`config.mk`:
```
export PLATFORM = sky130hd
export DESIGN_NAME = fu_mul_pipe
export DESIGN_NICKNAME = d
export VERILOG_FILES = /design/src/rtl/fu_mul_pipe.sv
export SDC_FILE = /design/constraint.sdc
export NUM_CORES = 2
export LEC_CHECK = 0
export ABC_AREA = 1
export CAP_MARGIN = 25
export CORE_MARGIN = 10
export CORE_UTILIZATION = 64
export CTS_CLUSTER_SIZE = 10
export DETAILED_ROUTE_END_ITERATION = 10
export PLACE_DENSITY = 0.9
export SETUP_SLACK_MARGIN = 0.2
export SLEW_MARGIN = 15
export SYNTH_ARGS = -nofsm -noshare
export SYNTH_HDL_FRONTEND = slang
export SYNTH_SLANG_ARGS = --single-unit
```
`constraint.sdc`:
```
create_clock -name clk -period 24.1 [get_ports clk]
set_input_delay 6.025 -clock clk [delete_from_list [all_inputs] [get_ports clk]]
set_output_delay 6.025 -clock clk [all_outputs]
set_load 0.02 [all_outputs]
```
`src/rtl/fu_mul_pipe.sv`:
```
// Pipelined RV32M multiply unit shared by NCH issue channels. Fixed-priority
// arbitration admits one op per cycle; each op carries its channel ID to the finish.
module fu_mul_pipe #(
    parameter int unsigned XLEN    = 32,
    parameter int unsigned NCH     = 2,
    parameter int unsigned LATENCY = 7
) (
    input  logic                 clk,
    input  logic                 rst,
    input  logic [NCH-1:0]       en,
    input  logic [2*NCH-1:0]     op,
    input  logic [XLEN*NCH-1:0]  A,
    input  logic [XLEN*NCH-1:0]  B,
    output logic [NCH-1:0]       accept,
    output logic [NCH-1:0]       busy,
    output logic [XLEN*NCH-1:0]  res,
    output logic [NCH-1:0]       finish
);

    localparam int unsigned CW  = (NCH > 1) ? $clog2(NCH) : 1;
    localparam int unsigned NST = LATENCY - 1;

    logic [NST-1:0]        r_vld;
    logic [NST-1:0]        r_hi;
    logic [CW-1:0]         r_ch [NST];
    logic [2*XLEN-1:0]     r_p  [NST];
    logic [NCH-1:0][XLEN-1:0] r_res;
    logic [NCH-1:0]        r_fin;

    logic [NCH-1:0]        w_busy;
    logic [NCH-1:0]        w_elig;
    logic [NCH-1:0]        w_acc;
    logic                  w_any;
    logic [CW-1:0]         w_sel;
    logic [1:0]            w_op;
    logic [XLEN-1:0]       w_a;
    logic [XLEN-1:0]       w_b;
    logic                  w_sa;
    logic                  w_sb;
    logic                  w_hi;
    logic [2*XLEN-1:0]     w_ea;
    logic [2*XLEN-1:0]     w_eb;
    logic [2*XLEN-1:0]     w_prod;

    // A channel is busy while its op sits in any pipeline stage; the finish
    // cycle is held in the result register, so the channel is free again there.
    always_comb begin
        w_busy = '0;
        for (int unsigned k = 0; k < NST; k++) begin
            for (int unsigned i = 0; i < NCH; i++) begin
                if (r_vld[k] && (r_ch[k] == CW'(i))) begin
                    w_busy[i] = 1'b1;
                end
            end
        end
    end

    assign w_elig = en & ~w_busy;

    always_comb begin
        w_acc = '0;
        w_any = 1'b0;
        w_sel = '0;
        w_op  = '0;
        w_a   = '0;
        w_b   = '0;
        for (int unsigned i = 0; i < NCH; i++) begin
            if (w_elig[i] && !w_any) begin
                w_acc[i] = 1'b1;
                w_any    = 1'b1;
                w_sel    = CW'(i);
                w_op     = op[2*i +: 2];
                w_a      = A[XLEN*i +: XLEN];
                w_b      = B[XLEN*i +: XLEN];
            end
        end
    end

    // Extending to 2*XLEN with the mode's sign bit and multiplying modulo
    // 2^(2*XLEN) yields the same low 2*XLEN bits as the signed (XLEN+1)-bit product.
    assign w_sa   = (w_op != 2'b11) & w_a[XLEN-1];
    assign w_sb   = (w_op == 2'b01) & w_b[XLEN-1];
    assign w_hi   = (w_op != 2'b00);
    assign w_ea   = {{XLEN{w_sa}}, w_a};
    assign w_eb   = {{XLEN{w_sb}}, w_b};
    assign w_prod = w_ea * w_eb;

    always_ff @(posedge clk or posedge rst) begin
        if (rst) begin
            r_vld <= '0;
            r_hi  <= '0;
            for (int unsigned k = 0; k < NST; k++) begin
                r_ch[k] <= '0;
                r_p[k]  <= '0;
            end
        end else begin
            r_vld[0] <= w_any;
            r_hi[0]  <= w_hi;
            r_ch[0]  <= w_sel;
            r_p[0]   <= w_prod;
            for (int unsigned k = 1; k < NST; k++) begin
                r_vld[k] <= r_vld[k-1];
                r_hi[k]  <= r_hi[k-1];
                r_ch[k]  <= r_ch[k-1];
                r_p[k]   <= r_p[k-1];
            end
        end
    end

    always_ff @(posedge clk or posedge rst) begin
        if (rst) begin
            r_res <= '0;
            r_fin <= '0;
        end else begin
            r_fin <= '0;
            for (int unsigned i = 0; i < NCH; i++) begin
                if (r_vld[NST-1] && (r_ch[NST-1] == CW'(i))) begin
                    r_fin[i] <= 1'b1;
                    r_res[i] <= r_hi[NST-1] ? r_p[NST-1][2*XLEN-1:XLEN]
                                            : r_p[NST-1][XLEN-1:0];
                end
            end
        end
    end

    assign accept = w_acc;
    assign busy   = w_busy;
    assign res    = r_res;
    assign finish = r_fin;

endmodule

```
==> flow_summary_export.csv <==
group,metric,value,unit
drt,via_count,39930,
setup_path,cpPeakStageDelay,1360,ps
finish,area_delta_synth_final,7.902,%
drt,wl_met3,23.91,mm
finish,nNetsFinal,7053,
clock_network,clkLatencyLatePin,590,ps
synthesis,yosysTopAreaCell,"fa_1",
setup_path,worstSetupStartpointType,"input pin",
sta,skew,39.21,ps
synthesis,syn-num-nets,6941,
synthesis,syn_area_per_cell,9.687,um^2
floorplanning,rows,105,
clock_network,cts_made_buffers,52,
setup_path,critPathBufInv,9,
sta,post-route-period-util,0.6651,
sta,hold_viol_final,0,
setup_path,worst_path_max_delay_cell,"fa_1",
placed_design,dpl.hpwl,130.2,mm
clock_network,clk_path_buf_depth,3,
floorplanning,die_area,94670,um^2
sta,fin_crit,16030,ps
sta,rsz0062_at_grt,"no",
drt,drt-total-wl,170.9,mm
drt,detail-route-antenna-nets,0,
sta,setup_viol,0,
synthesis,synthesis.area,52970,um^2
drt,drt_pass1_iterations,8,
clock_network,post-cts-setup-buffers,0,
global_routing,grt_pass1_wl,259.1,mm
clock_network,cts_resized,0,
clock_network,cts.sinks,468,
drt,first_iter_violations,4520,
drt,drcViolationCount,0,
synthesis,synthTopCellsByArea,"fa_1 43%, dfrtp_1 22%, inv_1 9.4%, nand2_1 8.8%, ha_1 5.0%",
setup_path,crit_type,"input pin to flop",
clock_network,cts-htree-levels,2,
finish,fill_cells,5579,
global_routing,grt_use_total,0.3676,
floorplanning,initial_core_util,0.6451,
sta,slew_headroom,0.2738,
global_routing,grt_pass1_vias,44360,
sta,fmax,62.38,MHz
job,cap_violations,0,
setup_path,required,24610,ps
synthesis,yosysWarningCount,0,
global_routing,gr-total-overflow,0,
sta,maxSlewViolCount,0,
synthesis,yosys.area.top_type_share,0.4252,
floorplanning,io_pins,206,
drt,drt-wirelength-per-cell,25.68,um
synthesis,yosys_most_used_dff,"dfrtp_1",
synthesis,post_synth_inst_count,5468,
global_routing,grt_max_degree,142,
synthesis,ys_top_cells_by_count,"1,324 x inv_1, 1,247 x nand2_1, 1,125 x fa_1",
synthesis,yosysMostFrequentCell,"inv_1",
drt,wl_met2,78.60,mm
sta,setup_tns,0,ps
setup_path,cpMostUsedCell,"fa_1",
clock_network,cts.reportedPaths.clkPinSlew,70,ps
finish,drive_gt1_frac,0.04550,
synthesis,synth_seq_cells,468,
clock_network,cts_root_buffer,"clkbuf_16",
setup_path,cp_data_arrival_time,16540,ps
setup_path,cp_max_fo,44,
sta,tightest_slew,1088,ps
synthesis,synth_edf_count,0,
clock_network,hold_buffers,0,
setup_path,cp_top_family,"adder cells",
synthesis,synth.distinct_cells,47,
synthesis,ys_seq_area_frac,0.2211,
floorplanning,die_h,307.7,um
floorplanning,core-area,82110,um^2
placed_design,gp_congestion,1.073,
drt,top_layer,"met5",
global_routing,antenna_found_initial,6,
synthesis,synth-async-reset-ratio,1.000,
clock_network,tritoncts,"built",
setup_path,cp-end-kind,"flop",
drt,viasPerCell,5.998,
drt,wl_met1,54.09,mm
outcome,status,"finished clean",
worst_hold_path,hold_class,"flop to flop",
floorplanning,fp.dieW,307.7,um
placed_design,portBuffers,205,
-- per-layer routing --
layer,global-route usage,vias to the layer above
li1,-,15750
met1,0.4200,20020
met2,0.5807,3180
met3,0.1319,968
met4,0.2409,8
met5,0.009504,-
-- cell usage in the layout (no fill, tap or decap), types with 7 or more instances in the layout --
| cell | instances |
|---|---|
| inv_1 | 1320 |
| nand2_1 | 1247 |
| fa_1 | 1125 |
| dfrtp_1 | 468 |
| nor2_1 | 444 |
| ha_1 | 212 |
| clkdlybuf4s50_1 | 205 |
| a21oi_1 | 82 |
| nand3_1 | 59 |
| clkbuf_16 | 53 |
| o21ai_0 | 46 |
| xor2_1 | 42 |
| inv_2 | 37 |
| a22oi_4 | 37 |
| buf_4 | 34 |
| mux2_2 | 32 |
| a22oi_2 | 21 |
| xnor2_1 | 17 |
| o21bai_1 | 11 |
| buf_16 | 8 |
| clkinv_1 | 7 |
| nand4_1 | 7 |
| a21o_1 | 7 |
-- worst paths after layout --
path,from,end,slack (ps),depth (start not counted)
worst max-delay path,en[0],r_p[381]$_DFF_PP0_,8070,28
worst min-delay path,r_p[207]$_DFF_PP0_,r_p[143]$_DFF_PP0_,330,0
worst max register to register,r_ch[0]$_DFF_PP0_,r_p[381]$_DFF_PP0_,12910,31
worst min register to register,r_p[207]$_DFF_PP0_,r_p[143]$_DFF_PP0_,330,0
max in group asynchronous,rst,r_p[235]$_DFF_PP0_,16230,4
min in group asynchronous,rst,r_p[5]$_DFF_PP0_,6110,2
-- state kept, by name (all words and copies together) (netlist names) --
| name | flops |
|---|---|
| r_hi | 6 |
| r_p | 384 |
| res | 64 |
| finish | 2 |
| r_ch | 6 |
| r_vld | 6 |
-- through the flow --
stage | cell area (um^2) | util | instances | setup slack [ps] | hold WS, ps
after global routing | 57140 | 0.6959 | 6652 | 7741 | 336.5
after floorplan | 52970 | - | 5468 | 5023 | 331.2
after global placement | 55470 | 0.6755 | 6585 | 7767 | 331.2
after CTS | 57010 | 0.6943 | 6647 | 8228 | 332.1
final | 57150 | 0.6960 | 6657 | 8070 | 330.4
after detailed placement | 55610 | 0.6772 | 6591 | 7613 | 334.7
-- layout make-up --
class / count / area [um^2] / share of cell area
Multi-Input combinational cell: 3433 / 34910 / 0.6108
Sequential cell: 468 / 11710 / 0.2049
Inverter: 1373 / 5186 / 0.09075
Timing Repair Buffer: 252 / 2595 / 0.04541
Clock buffer: 54 / 1340 / 0.02345
Tap cell: 1070 / 1339 / 0.02343
Clock inverter: 2 / 60.06 / 0.001051
Antenna cell: 5 / 12.51 / 0.0002189
-- logic make-up (layout without fill, tap and decap cells) --
group,after synthesis,after routing,synth area share
muxes,32,32,0.006803
buffers and inverters,1567,1681,0.1201
AOI/OAI and AO/OA,219,219,0.03657
adders and majority gates,1337,1337,0.4753
other,0,5,0
DFF,468,468,0.2211
and+or+nand+nor,1786,1786,0.1304
xor gates and xnor gates,59,59,0.009756
Power is left out: the tool's default activity adds up to more than one toggle a clock period on the data nets, which glitch-free logic cannot reach.
